$ cat src/rtl/mips_pkg.sv
// Shared MIPS core definitions: decoder NPC encodings, fetch states, reset vector.
package mips_pkg;

  localparam logic [2:0] NPC_SEQ = 3'b000;
  localparam logic [2:0] NPC_BEQ = 3'b001;
  localparam logic [2:0] NPC_J   = 3'b010;
  localparam logic [2:0] NPC_BNE = 3'b011;
  localparam logic [2:0] NPC_JR  = 3'b100;

  localparam logic [31:0] DEFAULT_RESET_PC = 32'h0000_3000;

  typedef enum logic [1:0] {
    REQ  = 2'd0,
    WAIT = 2'd1,
    EXEC = 2'd2,
    HALT = 2'd3
  } fetch_state_e;

endpackage

$ cat src/rtl/ifu_fetch_if.sv
// Instruction-memory request/response channel between the fetch unit and imem.
interface ifu_fetch_if;
  logic        imem_req;
  logic        imem_req_ready;
  logic [31:0] imem_addr;
  logic        imem_rsp_valid;
  logic [31:0] imem_rdata;

  modport master (
    output imem_req, imem_addr,
    input  imem_req_ready, imem_rsp_valid, imem_rdata
  );

  modport slave (
    input  imem_req, imem_addr,
    output imem_req_ready, imem_rsp_valid, imem_rdata
  );
endinterface

$ cat src/rtl/ifu_fetch_npc_calc.sv
// Combinational next-PC select for the fetch unit, plus misaligned-jr detection.
module npc_calc
  import mips_pkg::*;
#(
  parameter bit ALIGN_CHECK = 1'b1
) (
  input  logic [31:0] pc,
  input  logic [2:0]  npc_op,
  input  logic        zero,
  input  logic [15:0] imm16,
  input  logic [25:0] imm26,
  input  logic [31:0] ra,
  output logic [31:0] next_pc,
  output logic        misalign
);

  logic [31:0] p4;
  logic [31:0] br_target;

  assign p4        = pc + 32'd4;
  assign br_target = p4 + {{14{imm16[15]}}, imm16, 2'b00};

  // Unused encodings 101-111 fall through to sequential.
  always_comb begin
    next_pc = p4;
    case (npc_op)
      NPC_BEQ: next_pc = zero ? br_target : p4;
      NPC_BNE: next_pc = zero ? p4 : br_target;
      NPC_J:   next_pc = {p4[31:28], imm26, 2'b00};
      NPC_JR:  next_pc = ra;
      default: next_pc = p4;
    endcase
  end

  assign misalign = ALIGN_CHECK && (npc_op == NPC_JR) && (ra[1:0] != 2'b00);

endmodule

$ cat src/rtl/ifu_fetch.sv
// Instruction-fetch unit: owns the PC, fetches over the imem handshake and
// presents one instruction per commit window.
//
//   state | meaning
//   REQ   | request outstanding at pc, waiting for imem_req_ready
//   WAIT  | request accepted, waiting for imem_rsp_valid
//   EXEC  | instruction committed (instr_valid), advance pc when not stalled
//   HALT  | misaligned jr seen, frozen until reset
module ifu_fetch
  import mips_pkg::*;
#(
  parameter logic [31:0] RESET_PC    = DEFAULT_RESET_PC,
  parameter bit          ALIGN_CHECK = 1'b1
) (
  input  logic               clk,
  input  logic               rst_n,
  input  logic [2:0]         npc_op,
  input  logic               zero,
  input  logic [15:0]        imm16,
  input  logic [25:0]        imm26,
  input  logic [31:0]        ra,
  input  logic               stall,
  ifu_fetch_if.master        imem,
  output logic [31:0]        instr,
  output logic               instr_valid,
  output logic [31:0]        pc,
  output logic [31:0]        pc_plus4,
  output logic               addr_err
);

  fetch_state_e state_q, state_d;
  logic [31:0]  pc_q, pc_d;
  logic [31:0]  instr_q, instr_d;
  logic         err_q, err_d;
  logic [31:0]  next_pc;
  logic         misalign;

  npc_calc #(.ALIGN_CHECK(ALIGN_CHECK)) u_npc_calc (
    .pc       (pc_q),
    .npc_op   (npc_op),
    .zero     (zero),
    .imm16    (imm16),
    .imm26    (imm26),
    .ra       (ra),
    .next_pc  (next_pc),
    .misalign (misalign)
  );

  always_ff @(posedge clk or negedge rst_n) begin
    if (!rst_n) begin
      state_q <= REQ;
      pc_q    <= RESET_PC;
      instr_q <= 32'd0;
      err_q   <= 1'b0;
    end else begin
      state_q <= state_d;
      pc_q    <= pc_d;
      instr_q <= instr_d;
      err_q   <= err_d;
    end
  end

  always_comb begin
    state_d = state_q;
    pc_d    = pc_q;
    instr_d = instr_q;
    err_d   = err_q;
    case (state_q)
      REQ: begin
        if (imem.imem_req_ready) state_d = WAIT;
      end
      WAIT: begin
        if (imem.imem_rsp_valid) begin
          instr_d = imem.imem_rdata;
          state_d = EXEC;
        end
      end
      EXEC: begin
        // A misaligned jr keeps pc on the offending instruction for debug.
        if (!stall) begin
          if (misalign) begin
            err_d   = 1'b1;
            state_d = HALT;
          end else begin
            pc_d    = next_pc;
            state_d = REQ;
          end
        end
      end
      HALT: state_d = HALT;
      default: state_d = REQ;
    endcase
  end

  assign imem.imem_req  = rst_n && (state_q == REQ);
  assign imem.imem_addr = pc_q;
  assign instr          = instr_q;
  assign instr_valid    = (state_q == EXEC);
  assign pc             = pc_q;
  assign pc_plus4       = pc_q + 32'd4;
  assign addr_err       = err_q;

endmodule

$ cat src/flat_wrapper.sv
// flat-port wrapper written by rule: the top's interface ports become plain ports
module ifu_fetch_flat import mips_pkg::*;
#(
  parameter logic [31:0] RESET_PC    = DEFAULT_RESET_PC,
  parameter bit          ALIGN_CHECK = 1'b1
)
  (clk, rst_n, npc_op, zero, imm16, imm26, ra, stall, instr, instr_valid, pc, pc_plus4, addr_err, imem_imem_req, imem_imem_addr, imem_imem_req_ready, imem_imem_rsp_valid, imem_imem_rdata);
  ifu_fetch_if imem_i ();
  input  logic clk;
  input  logic rst_n;
  input  logic [2:0] npc_op;
  input  logic zero;
  input  logic [15:0] imm16;
  input  logic [25:0] imm26;
  input  logic [31:0] ra;
  input  logic stall;
  output logic [31:0] instr;
  output logic instr_valid;
  output logic [31:0] pc;
  output logic [31:0] pc_plus4;
  output logic addr_err;
  output wire logic [$bits(imem_i.imem_req)-1:0] imem_imem_req;
  output wire logic [$bits(imem_i.imem_addr)-1:0] imem_imem_addr;
  input wire logic [$bits(imem_i.imem_req_ready)-1:0] imem_imem_req_ready;
  input wire logic [$bits(imem_i.imem_rsp_valid)-1:0] imem_imem_rsp_valid;
  input wire logic [$bits(imem_i.imem_rdata)-1:0] imem_imem_rdata;
  assign imem_imem_req = imem_i.imem_req;
  assign imem_imem_addr = imem_i.imem_addr;
  assign imem_i.imem_req_ready = imem_imem_req_ready;
  assign imem_i.imem_rsp_valid = imem_imem_rsp_valid;
  assign imem_i.imem_rdata = imem_imem_rdata;
  ifu_fetch #(.RESET_PC(RESET_PC), .ALIGN_CHECK(ALIGN_CHECK)) u_core (.clk(clk), .rst_n(rst_n), .npc_op(npc_op), .zero(zero), .imm16(imm16), .imm26(imm26), .ra(ra), .stall(stall), .imem(imem_i), .instr(instr), .instr_valid(instr_valid), .pc(pc), .pc_plus4(pc_plus4), .addr_err(addr_err));
endmodule
$ cat config.mk
export PLATFORM = sky130hd
export DESIGN_NAME = ifu_fetch_flat
export DESIGN_NICKNAME = d
export VERILOG_FILES = /design/src/rtl/mips_pkg.sv /design/src/rtl/ifu_fetch_if.sv /design/src/rtl/ifu_fetch_npc_calc.sv /design/src/rtl/ifu_fetch.sv /design/src/flat_wrapper.sv
export SDC_FILE = /design/constraint.sdc
export NUM_CORES = 1
export LEC_CHECK = 0
export BUFFER_PORTS_ARGS = -buffer_cell sky130_fd_sc_hd__buf_2
export CAP_MARGIN = 20
export CORE_MARGIN = 1.5
export CORE_UTILIZATION = 54
export CTS_BUF_LIST = sky130_fd_sc_hd__clkbuf_4
export CTS_CLUSTER_DIAMETER = 50
export DETAILED_ROUTE_END_ITERATION = 8
export PLACE_DENSITY = 0.89
export SLEW_MARGIN = 10
export SYNTH_ARGS = -nofsm -noshare
export SYNTH_HDL_FRONTEND = slang
export SYNTH_SLANG_ARGS = --single-unit
$ cat constraint.sdc
create_clock -name clk -period 8.2 [get_ports clk]
set_input_delay 1.64 -clock clk [delete_from_list [all_inputs] [get_ports clk]]
set_output_delay 1.64 -clock clk [all_outputs]
set_load 0.005 [all_outputs]
# Word level (Yosys, flattened, before mapping)
# Index checks and enable logic that the tools add are counted.
[op_classes]
n_reduce_logical = 8
n_addsub = 2
n_bitwise = 2
muxes = 8
n_eq_ne = 10
[op_table]
columns = ["op", "count"]
rows = [
  ["32-bit one-hot mux with 4 select lines", 1],
  ["32-bit 2-to-1 mux", 2],
  ["32-bit by 3-bit adder with 32-bit output, second input constant", 1],
  ["32-bit adder", 1],
  ["3-bit AND reduction", 3],
  ["2-bit 2-to-1 mux", 4],
  ["2-bit one-hot mux with 4 select lines", 1],
  ["3-bit by 2-bit == test with 1-bit output, second input constant", 2],
  ["2-bit != test, second input constant", 3],
  ["2-bit == test, second input constant", 2],
  ["3-bit by 1-bit == test with 1-bit output, second input constant", 1],
  ["3-bit == test, second input constant", 1],
  ["2-bit by 1-bit == test with 1-bit output, second input constant", 1],
  ["1-bit logical AND", 2],
  ["2-bit logical NOT", 1],
  ["1-bit inverter", 2],
  ["2-bit AND reduction", 1],
  ["2-bit nonzero test", 1],
]
[totals]
output_inout_bits = 131
input_bits = 115
elab_cells = 34
register_bits = 67

# Logic depth before layout (Yosys ltp)
# Gate-level depths: netlist (run 1).
[logic_depth]
ltp_word = 5
mapped_depth = 16
mapped_depth_nobuf = 15

# Hierarchy
# A second synthesis (run 1) with hierarchy kept.
[unflattened]
cells_unflattened = 693
hier_area_um2 = 6251.0
[modules_own_cells]
columns = ["module", "n_inst", "area_per_inst_um2", "cells_per_inst"]
rows = [
  ["ifu_fetch", 1, 3360.7, 269],
  ["npc_calc", 1, 2890.3, 424],
]

# Worst setup path after synthesis (run 1)
# OpenSTA, ideal clock, no wires.
[synth_path]
path_type = "input port to flip-flop"
from = "input imm16[15]"
to = "register u_core.pc_q[29] (netlist: u_core.imem.imem_addr[29])"
n_path_buf = 0
slack_ns = 4.409
setup_ns = 0.142
t_arrival_ns = 3.649
path_stages = 9
t_required_ns = 8.058
path_cell_list = "ha_1 a21o_1 a21o_1 a221o_1 a2111oi_2 nor3_1 a221oi_2 xor2_1 o221ai_1"
[synth_via]
elab_chain_cells = 3
[synth_rtl]
columns = ["item", "line", "source"]
rows = [
  ["start, declared", "flat_wrapper.sv:13", "input logic [15:0] imm16;"],
  ["32-bit adder (*)", "ifu_fetch_npc_calc.sv:21", "assign br_target = p4 + {{14{imm16[15]}}, imm16, 2'b00};"],
  ["32-bit 2-to-1 mux (on tied branches)", "ifu_fetch_npc_calc.sv:28, ifu_fetch_npc_calc.sv:27", ""],
  ["32-bit one-hot mux with 4 select lines (*)", "ifu_fetch_npc_calc.sv:26", "case (npc_op)"],
  ["end signal, assigned", "ifu_fetch.sv:57", "pc_q <= pc_d;"],
  ["end, declared", "ifu_fetch.sv:32", "logic [31:0] pc_q, pc_d;"],
]
# Every way passes the cells marked *; elsewhere a longest branch is shown, timed or not.
# A chain may end at the register's enable or synchronous reset.

# Worst setup path after layout (run 1)
[layout_path]
from = "register u_core.pc_q[5] (netlist: u_core.imem.imem_addr[5])"
to = "output pc_plus4[31]"
[layout_via]
elab_chain_cells = 1
[layout_rtl]
columns = ["item", "line", "source"]
rows = [
  ["32-bit by 3-bit adder with 32-bit output", "ifu_fetch.sv:100", "assign pc_plus4 = pc_q + 32'd4;"],
  ["end, declared", "flat_wrapper.sv:20", "output logic [31:0] pc_plus4;"],
]
# Every way passes these cells.

==> results of run 1 <==
==> stage by stage <==
stage	instances	setup WS, ns	area [um2]
floorplan	639	4.41	5640
global route	981	3.61	6910
finish	981	3.80	6910
detailed placement	962	3.92	6710
global placement	962	3.94	6710
CTS	978	3.85	6900
==> power by group through the flow <==
| stage | registers (mW) | logic (mW) | clock network, mW |
|---|---|---|---|
| floorplan | 0.660 | 1.04 | 0 |
| global placement | 0.679 | 1.46 | 0 |
| detailed placement | 0.686 | 1.48 | 0 |
| CTS | 0.678 | 1.49 | 0.294 |
| finish | 0.680 | 1.50 | 0.290 |
| global route | 0.703 | 1.65 | 0.312 |
==> worst paths after layout <==
kind / slack, ns / end / cells after the start
min in group asynchronous: 1.15 / u_core.imem.imem_addr[14] / 1
worst min-delay path: 0.46 / u_core.addr_err / 1
worst max-delay path: 3.80 / pc_plus4[31] / 7
worst min register to register: 0.46 / u_core.addr_err / 1
max in group asynchronous: 6.01 / u_core.addr_err / 2
worst max register to register: 3.95 / u_core.imem.imem_addr[29] / 15
==> metal layers <==
metal  up-vias  global-route usage  wire length [um]  share of wire
met4         0               0.118               451          0.026
li1       2743                   -                 -              -
met2       306               0.545              8410           0.48
met1      2688               0.386              7050           0.41
met3        32              0.0611              1490          0.085
met5         -                   0                 0              0
==> cell type report <==
cell class / instances / area (um2) / area share
Antenna cell: 2 / 5.00 / 0.000725
Clock buffer: 10 / 75.1 / 0.0109
Clock inverter: 6 / 113 / 0.0163
Inverter: 11 / 41.3 / 0.00598
Multi-Input combinational cell: 498 / 3550 / 0.514
Sequential cell: 67 / 1680 / 0.243
Tap cell: 136 / 170 / 0.0246
Timing Repair Buffer: 251 / 1270 / 0.184
==> critical path: cells and delay by family (launching register included) <==
family,cells,cell delay [ns]
DFF,1,0.51
xor gates and xnor gates,1,0.29
and+or+nand+nor,4,1.35
buffers and inverters,2,0.20
==> logic make-up (layout without fill, tap and decap cells) <==
| group | after synthesis | in the layout | synth area share |
|---|---|---|---|
| simple gates | 184 | 184 | 0.164 |
| buf+inv | 74 | 278 | 0.0726 |
| fa+ha+maj | 34 | 34 | 0.0768 |
| other cells | 0 | 2 | 0 |
| xor+xnor | 55 | 55 | 0.0868 |
| compound gates | 192 | 192 | 0.236 |
| flops | 67 | 67 | 0.298 |
| mux | 33 | 33 | 0.0657 |
==> synthesized netlist by cell type, drive strengths merged, types with 14 or more instances <==
cell type / n / area [um2]
dfrtp: 65 / 1630
o21ai: 49 / 253
nand2: 48 / 180
nor2: 44 / 165
buf: 40 / 282
a21oi: 36 / 180
ha: 33 / 413
xnor2: 33 / 289
mux2: 32 / 360
clkbuf: 23 / 86.3
nand3: 23 / 115
xor2: 22 / 200
a222oi: 17 / 170
a21o: 14 / 105
==> flip-flops by register name, summed over array words and instances (netlist names) <==
name and count:
u_core.addr_err 1, u_core.imem.imem_addr 32, u_core.instr 32, u_core.state_q 2
==> results.txt, run 1 <==
The flow ran to the end, and the final reports show no timing, DRC or antenna violations. In the final design database the tool counted 987 nets. The number of global-route vias before repair was 5649.

The worst hold margin came out at 0.463 ns. The vias per cell is 5.88. The post-synthesis instance total came out at 639. Data arrives at the worst endpoint at 2.76 ns. The post-CTS setup buffer count is 0. The worst slew slack as a fraction of its limit came out at 0.318. The maximum buffer depth of the clock tree came out at 2. The endpoint required time on the critical path came out at 6.56 ns. During placement, the flow inserted port buffers numbering 245. The startpoint identified for the worst hold timing path is u_core.addr_err. The async set-or-reset flop fraction in the synthesized netlist came out at 1.00. The CTS buffer count is 9. The leakage component of the power came out at 3.34 nW. Yosys printed 0 warnings.

The library cell used most frequently in the layout, excluding fill and tap cells, is buf_2. The number of nets in the synthesized netlist is 788. TritonCTS built the clock tree. The number of maximum-capacitance violations is 0. The number of detailed-route iterations in the first pass came out at 6.

The distinct cell type count after synthesis came out at 67. The maximum ir drop on the vdd rail came out at 181 uV. The proportion of power drawn by the clock network is 0.117. The H-tree generated during clock tree synthesis spans 3 levels.

The standard-cell row count is 37. The final cell utilization of the core is 0.675. The maximum number of pins on one net before global-route repair is 54. The launch point of the critical path is u_core.imem.imem_addr[5]. The die covers 11100 um2. The detail route stage leaves a number of antenna-violating nets equal to 0.

The area added between synthesis and finish is 22.6%. The share of the clock period used by the worst path after layout is 0.536. The minimum clock period after layout is 4.40 ns. Counting flops and latches in the post-synthesis netlist gives 67. In this run the worst hold path is classified as flop to flop.

Among the stages of the critical path, the cell type that occurs most often is nand4_1. STA classifies the critical path startpoint as a flop. The initial standard-cell utilization of the core is 0.551. The global-route usage over all layers is 0.315.

The height of the die came out at 105 um. The initial antenna violation count came out at 2. Counting the fill cells in the layout gives 870. The number of setup violations in the final report is 0. The proportion of power drawn by flip-flops and latches came out at 0.275. The slew at the pin closest to its max-slew limit is 1.02 ns.

After clock tree synthesis, the clock-pin slew on the worst setup and hold paths is 0.13 ns. On the worst path, the slowest cell contributes a delay of 0.51 ns. The number of top-level design ports is 246. For this block, the via count after detailed routing is 5769. The share of the yosys chip area belonging to registers came out at 0.298. The number of remaining DRC errors is 0. Setup repair after global routing left no endpoint under its margin. The standard cell core area is 10200 um2. In this run the power density over the cells is 358 nW/um2. The mean routed wirelength per cell came out at 17.7 um. The number of failing hold endpoints at the final stage was 0. The overall die width is 105 um.

STA classifies the critical path endpoint as an output port. A synthesized cell averages 8.82 um2. The final worst clock skew is 0.0250 ns. The top cell types in the final layout, fill and taps aside, are buf_2, dfrtp_1, nand2_1.

The worst setup path is of the flop to output port kind. Buffers inserted to repair hold after CTS numbered 0. In this run the critical register-to-register path is launched from u_core.imem.imem_addr[2]. The final count of pins violating max slew is 0. The first global-routing pass estimated 27.7 mm of wire. Total power for the finished layout comes to 2.47 mW. In this run the clock root is driven by a clkbuf_4. Of the cells placed in the final design, the portion with a size suffix greater than 1 is 0.340.

Internal power comes to 1.36 mW. The congestion estimate from routability-driven global placement came to 1.02. Walking the worst path, the cells encountered are nand4_1, nor2_1, and3_1, nand4_1, xor2_2, inv_1, buf_2.

The switching power as a share of total power came out at 0.450. The leftover overflow at the end of global routing came out at 0. The initial DRC count came out at 371. The standard cell with the maximum stage delay on the critical path is dfrtp_1. The most used flip-flop cell after synthesis is dfrtp_1.

The total length of routed wires came out at 17.4 mm. The net switching power came out at 1.11 mW. The CTS sink count is 67. The maximum clock rate is 228 MHz. The combined area of all synthesized cells is 5640 um2. The number of cells upsized or downsized after cts came out at 0.

The highest net fanout along the worst path is 9. The clock latency reported for the late side of the worst-skew pair came out at 0.41 ns. The number of enable flip-flop cells after synthesis is 0. The logic gate share of total power came out at 0.608.

The half-perimeter wire length after detailed placement came out at 13.1 mm. The total negative slack for setup checks came out at 0 ns.
No activity file was read; power rests on OpenSTA's default activity.
==> run 2: changes to the inputs <==
- CORE_UTILIZATION: 54 -> 50
- PLACE_DENSITY: 0.89 -> 0.84
- clock period: 8.2 -> 4.32 ns (I/O delays scaled with it)
==> run 2 against run 1 <==
Power grew 90%. Setup slack lost 3.6 ns. Register-to-register slack worse by 3.7 ns. Worst hold slack improved by 0.028 ns. Sequential share of layout area fell by 0.15 points. Clock skew rose by 0.0042 ns. Die area grew 7.8%. Largest cell class unchanged. First-iteration DRC count increased by 35%. Non-clock buffer count up 5. Cell area grew 0.62%. Count of clock-buffer cells in the layout is 1 lower. Global-route usage down 2.3 points.
==> results.txt, run 2 (same netlist as run 1, synthesis figures left out) <==
The standard cell core area is 10900 um2 (was 10200 um2). The placed cell area came out at 6760 um2 (was 6710 um2). Most used cells in the layout excluding fill and tap cells: buf_2, dfrtp_1, nand2_1 (unchanged). The maximum buffer depth of the clock tree came out at 2 (unchanged). The number of detailed-route iterations in the first pass is 9 (was 6). The number of setup violations in the final report came to 0 (unchanged). Run status: finished, final reports clean (unchanged). The proportion of power drawn by flip-flops and latches was 0.273 (was 0.275). The highest net fanout along the worst path is 7 (was 9).

The power after layout came out at 4.70 mW (was 2.47 mW). The CTS buffer count came out at 9 (unchanged). The total non-filler cell area in the finished layout was 6950 um2 (was 6910 um2).

The routability congestion estimate came out at 0.984 (was 1.02). The share of the clock period used by the worst path after layout came out at 0.943. The number of remaining DRC errors is 0 (unchanged). The clock latency reported for the late side of the worst-skew pair came out at 0.44 ns (was 0.41 ns).

The vias per cell is 5.92 (was 5.88). The leading cell type in the layout, fill and taps excluded is buf_2 (unchanged). The total length of routed wires is 17.7 mm (was 17.4 mm). The critical path endpoint category was a flop (was output port). The maximum level of the CTS H-tree is 3 (unchanged). The number of top-level design ports came out at 246 (unchanged). The initial standard-cell utilization of the core came to 0.515 (was 0.551). The overall die width came out at 109 um (was 105 um). The clock slew seen by the registers of the worst setup and hold paths came to 0.14 ns (was 0.13 ns). The final count of pins violating max slew is 0 (unchanged).

The number of cells upsized or downsized after cts is 0 (unchanged). The worst slew slack as a fraction of its limit was 0.427 (was 0.318). The standard-cell row count is 38 (was 37).

The height of the die came out at 109 um (was 105 um). The number of nets with antenna violations after detailed routing is 0 (unchanged). The endpoint required time on the critical path is 4.63 ns (was 6.56 ns).

The cell chosen for the clock root is clkbuf_4 (unchanged). The leakage component of the power came out at 3.36 nW (was 3.34 nW). The cell-internal power is 2.58 mW (was 1.36 mW). The number of buffers added to fix hold violations after cts was 0 (unchanged). The path type of the worst min-delay path is flop to flop (unchanged).

The share of final-layout standard cells stronger than drive strength 1 came out at 0.345 (was 0.340). The half-perimeter wire length after detailed placement is 13.6 mm (was 13.1 mm). The leftover overflow at the end of global routing came out at 0 (unchanged). The net total in the final layout came to 992 (was 987).

The proportion of power drawn by the clock network is 0.116 (was 0.117). The final worst clock skew came out at 0.0292 ns (was 0.0250 ns). The switching power as a share of total power is 0.452 (was 0.450). Static timing analysis puts the maximum clock frequency at 245 MHz. The post-CTS setup buffer count is 0 (unchanged). The number of failing hold endpoints at the final stage is 0 (unchanged). The area added between synthesis and finish came out at 23.3% (was 22.6%). The global-route usage over all layers is 0.292 (was 0.315). The initial DRC count came out at 500 (was 371). The number of global-route vias before repair is 5198 (was 5649). The slew at the pin closest to its max-slew limit is 0.859 ns (was 1.02 ns). The minimum clock period after layout is 4.07 ns. The wire length of the first global-routing pass is 26.6 mm (was 27.7 mm). The startpoint type of the worst setup path is a flop (unchanged). The maximum ir drop on the vdd rail is 325 uV (was 181 uV). The number of maximum-capacitance violations came out at 0 (unchanged).

The CTS sink count came out at 67 (unchanged). The logic gate share of total power was 0.611 (was 0.608). The via count came out at 5864 (was 5769). The net switching power was 2.13 mW (was 1.11 mW). The worst hold margin came out at 0.491 ns (was 0.463 ns). The count of buffers from port buffering was 245 (unchanged). The area of the die came out at 11900 um2 (was 11100 um2). The worst path arrival time was 4.38 ns (was 2.76 ns). The power per cell area came to 676 nW/um2 (was 358 nW/um2). RSZ-0062 raised after global routing: no (unchanged). The initial antenna violation count is 3 (was 2).

The TritonCTS clock tree is built (unchanged). The critical path start-end classification is flop to flop (was flop to output port). The total negative slack for setup checks is 0 ns (unchanged).

The mean routed wirelength per cell came out at 17.9 um (was 17.7 um). The maximum number of pins on one net before global-route repair came out at 68 (was 54). The reg2reg setup slack came out at 0.25 ns (was 3.95 ns).
-- run 2: cell types whose count changed in the layout (fill, tap and decap cells not counted) --
cell / change
inv_6: -1
clkinv_2: -1
clkbuf_4: -1
buf_4: +5
clkinvlp_4: +1
nor2_1: -1
nor2_2: +1
diode_2: +1
clkinv_4: +1
-- run 2: worst max-delay path, cell delays in order, from the launching register on --
cell and delay [ns]:
dfrtp_1 0.46, ha_1 0.23, nand2_1 0.09, nor2_1 0.24, and2_1 0.29, nand2_1 0.10, xnor2_1 0.28, ha_1 0.36
a21o_1 0.22, a21o_1 0.18, a221o_1 0.38, a2111oi_2 0.37, nor3_1 0.15, a221oi_2 0.29, xor2_1 0.18, o221ai_1 0.12
-- run 2: cell type report --
cell class,instances,area [um2]
diodes,3,7.51
clock buffers,9,67.6
clock inverters,6,115
fillers,966,3990
inverters,11,41.3
multi-input cells,498,3560
flip-flops and latches,67,1680
well taps,140,175
repair buffers,256,1310
-- run 2: power by group through the flow --
stage	Combinational (mW)	Clock, mW	Sequential [mW]
2_1_floorplan	1.97	0	1.25
3_3_place_gp	2.81	0	1.27
3_5_place_dp	2.83	0	1.29
4_1_cts	2.86	0.554	1.28
5_1_grt	3.18	0.585	1.33
6_report	2.87	0.545	1.28
-- run 2: per-layer routing --
metal | up-vias | GRT usage | part of all wire
met5 | - | 0 | 0
met4 | 0 | 0.125 | 0.031
met3 | 42 | 0.0646 | 0.10
met2 | 329 | 0.494 | 0.47
met1 | 2726 | 0.356 | 0.40
li1 | 2767 | - | -
-- run 2: worst paths after layout --
| check | cells past startpoint | end | startpoint |
|---|---|---|---|
| worst min-delay path | 1 | u_core.addr_err | u_core.addr_err |
| max in group asynchronous | 2 | u_core.instr[18] | rst_n |
| worst max register to register | 15 | u_core.imem.imem_addr[29] | u_core.imem.imem_addr[2] |
| min in group asynchronous | 2 | u_core.state_q[0] | rst_n |
| worst max-delay path | 15 | u_core.imem.imem_addr[29] | u_core.imem.imem_addr[2] |
| worst min register to register | 1 | u_core.addr_err | u_core.addr_err |
-- run 2: through the flow --
stage / utilization / std cells / worst slack [ns]
4_1_cts: 0.635 / 987 / 0.339
6_report: 0.636 / 990 / 0.246
3_3_place_gp: 0.618 / 972 / 0.472
3_5_place_dp: 0.618 / 972 / 0.352
5_1_grt: 0.636 / 990 / 0.00510
2_1_floorplan: - / 639 / 0.559
==> run 3: changes to the inputs <==
- RECOVER_POWER: not set -> 100
- SKIP_LAST_GASP: not set -> 1
- TNS_END_PERCENT: not set -> 50
==> run 3 against run 2 <==
The run now ends with capacitance limit, slew limit left. Maximum frequency grew 0.20%. Combinational power fell by 3%. Cell area decreased by 1.9%. Wire length up 0.51%. Flip-flop and latch count unchanged. Register-to-register slack barely moved. Clock power is essentially flat. Count of clock-buffer cells in the layout unchanged. Largest cell class unchanged. Largest power group unchanged. Highest routed layer unchanged.
==> results.txt, run 3 (same netlist as run 1, synthesis figures left out) <==
Run status: finished, violations left (was finished, final reports clean). The checks that failed: capacitance limit, slew limit. The maximum buffer depth of the clock tree came out at 2 (unchanged). The CTS buffer count came out at 9 (unchanged).

The final worst clock skew is 0.0273 ns (was 0.0292 ns). The clock slew seen by the registers of the worst setup and hold paths is 0.14 ns (about the same). The vias per cell came out at 5.91 (was 5.92). The mean routed wirelength per cell is 18.0 um (was 17.9 um). The number of buffers added to fix hold violations after cts came to 0 (unchanged). The wire length of the first global-routing pass is 26.6 mm (unchanged).

The total negative slack for setup checks came out at 0 ns (unchanged). The post-CTS setup buffer count came out at 0 (unchanged). The number of nets with antenna violations after detailed routing is 0 (unchanged). The share of the clock period used by the worst path after layout is 0.941 (was 0.943). The leakage component of the power is 3.08 nW (was 3.36 nW). The final cell count without fillers came out at 990 (unchanged). The number of top-level design ports came out at 246 (unchanged).

The standard cell with the maximum stage delay on the critical path was dfstp_2 (was dfrtp_1). The critical path endpoint category is a flop (unchanged). The area added between synthesis and finish is 21.0% (was 23.3%). The cell chosen for the clock root is clkbuf_4 (unchanged). The maximum number of pins on one net before global-route repair was 68 (unchanged). The family with the most delay on the worst path is simple AND/OR/NAND/NOR gates (was compound AO/OA/AOI/OAI gates). The largest stage delay on the critical path is 0.62 ns (was 0.46 ns).

The number of remaining DRC errors is 0 (unchanged). The maximum level of the CTS H-tree is 3 (unchanged). The number of placed cells counting well taps came out at 972 (unchanged). The net total in the final layout is 992 (unchanged). The final count of pins violating max slew is 101 (was 0). The standard-cell row count came to 38 (unchanged).

The CTS sink count was 67 (unchanged). The standard cell core area came out at 10900 um2 (unchanged). The highest net fanout along the worst path came out at 8 (was 7). The maximum clock rate is 246 MHz (was 245 MHz). The setup slack after placement came to 0.352 ns (unchanged). The TritonCTS clock tree is built (unchanged). The endpoint required time on the critical path came out at 4.71 ns (was 4.63 ns). The maximum ir drop on the vdd rail is 312 uV (was 325 uV). The height of the die came out at 109 um (unchanged). The path type of the worst min-delay path is flop to flop (unchanged). The worst path arrival time came out at 4.45 ns (was 4.38 ns). The initial standard-cell utilization of the core is 0.515 (unchanged). The leftover overflow at the end of global routing came out at 0 (unchanged).

The global-route usage over all layers came out at 0.292 (unchanged). The final worst-path setup slack was 0.254 ns (was 0.246 ns). The half-perimeter wire length after detailed placement is 13.6 mm (unchanged). The final cell utilization of the core is 0.623 (was 0.636). RSZ-0062 raised after global routing: no (unchanged). Most used cells in the layout excluding fill and tap cells: buf_2, clkbuf_1, dfrtp_1 (was buf_2, dfrtp_1, nand2_1).

The initial antenna violation count came out at 3 (unchanged). The sum of buffers and inverters on the critical path came out at 0 (unchanged). The number of setup violations in the final report came to 0 (unchanged). The worst slew slack as a fraction of its limit came to -0.387 (was 0.427). The share of final-layout standard cells stronger than drive strength 1 came out at 0.237 (was 0.345). The via count is 5849 (was 5864).

The initial DRC count came to 469 (was 500). The critical path start-end classification is flop to flop (unchanged). The leading cell type in the layout, fill and taps excluded was buf_2 (unchanged).

The slew at the pin closest to its max-slew limit came out at 2.08 ns (was 0.859 ns). The minimum clock period after layout was 4.07 ns (about the same). The total length of routed wires is 17.8 mm (was 17.7 mm). The number of cells upsized or downsized after cts is 0 (unchanged). The startpoint type of the worst setup path was a flop (unchanged). The number of maximum-capacitance violations came out at 2 (was 0). The number of global-route vias before repair is 5198 (unchanged). The area of the die came to 11900 um2 (unchanged). The worst hold margin came to 0.496 ns (was 0.491 ns). The count of buffers from port buffering is 245 (unchanged). The overall die width is 109 um (unchanged). The number of failing hold endpoints at the final stage came out at 0 (unchanged).

The power per cell area was 676 nW/um2 (about the same). The number of fillers in the final layout came out at 1026 (was 966). The number of detailed-route iterations in the first pass came out at 6 (was 9). The clock latency reported for the late side of the worst-skew pair is 0.44 ns (about the same). The routability congestion estimate came out at 0.984 (unchanged). Cell-by-cell trace of the critical path: nand3_1, nor3_2, and2_1, nand3_1, xnor2_1, ha_1, nand2_1, a21oi_1, a221o_1, nor2b_1, nor4_4, a21oi_1, or4b_1, nand4_1 (was ha_1, nand2_1, nor2_1, and2_1, nand2_1, xnor2_1, ha_1, a21o_1, a21o_1, a221o_1, a2111oi_2, nor3_1, a221oi_2, xor2_1, o221ai_1).
-- run 3: cell types whose count changed in the layout (fill, tap and decap cells not counted), moves of 2 or more --
| cell | change |
|---|---|
| and2_0 | +3 |
| and2_1 | -3 |
| buf_1 | +2 |
| buf_2 | -89 |
| buf_4 | -4 |
| clkbuf_1 | +86 |
| clkbuf_2 | +5 |
| o21ai_0 | +6 |
| o21ai_1 | -6 |
-- run 3: cell type report --
cell class	count	area, um2	area share
diodes	3	7.51	0.00110
clock buffers	9	67.6	0.00991
clock inverters	6	115	0.0169
inverters	11	41.3	0.00606
multi-input cells	498	3540	0.520
flip-flops and latches	67	1680	0.246
well taps	140	175	0.0257
repair buffers	256	1190	0.174
-- run 3: power breakdown --
| part | switching (mW) | internal [mW] |
|---|---|---|
| clock | 0.252 | 0.291 |
| sequential | 0.357 | 0.936 |
| combinational | 1.52 | 1.25 |
| total | 2.13 | 2.48 |
-- run 3: worst paths after layout --
check / cells past startpoint / to / slack, ns / from
max in group asynchronous: 2 / u_core.instr[18] / 2.29 / rst_n
max: 14 / u_core.imem.imem_addr[30] / 0.25 / u_core.imem.imem_addr[12]
min reg2reg: 1 / u_core.instr[29] / 0.50 / u_core.instr[29]
min: 1 / u_core.instr[29] / 0.50 / u_core.instr[29]
min in group asynchronous: 2 / u_core.imem.imem_addr[23] / 1.01 / rst_n
max reg2reg: 14 / u_core.imem.imem_addr[30] / 0.25 / u_core.imem.imem_addr[12]
-- run 3: through the flow --
stage	power, mW	cell area [um2]
after CTS	4.69	6940
after global placement	4.08	6760
after detailed placement	4.13	6760
final	4.61	6820
after floorplan	3.22	5640
after global routing	5.00	6820
-- run 3: routing by layer --
layer  routed length [um]  track usage  vias up  share of wire
met5                    0            0        -              0
met1                 7050        0.356     2693           0.40
met4                  542        0.125        0          0.030
met2                 8420        0.494      342           0.47
met3                 1810       0.0646       43           0.10
li1                     -            -     2771              -
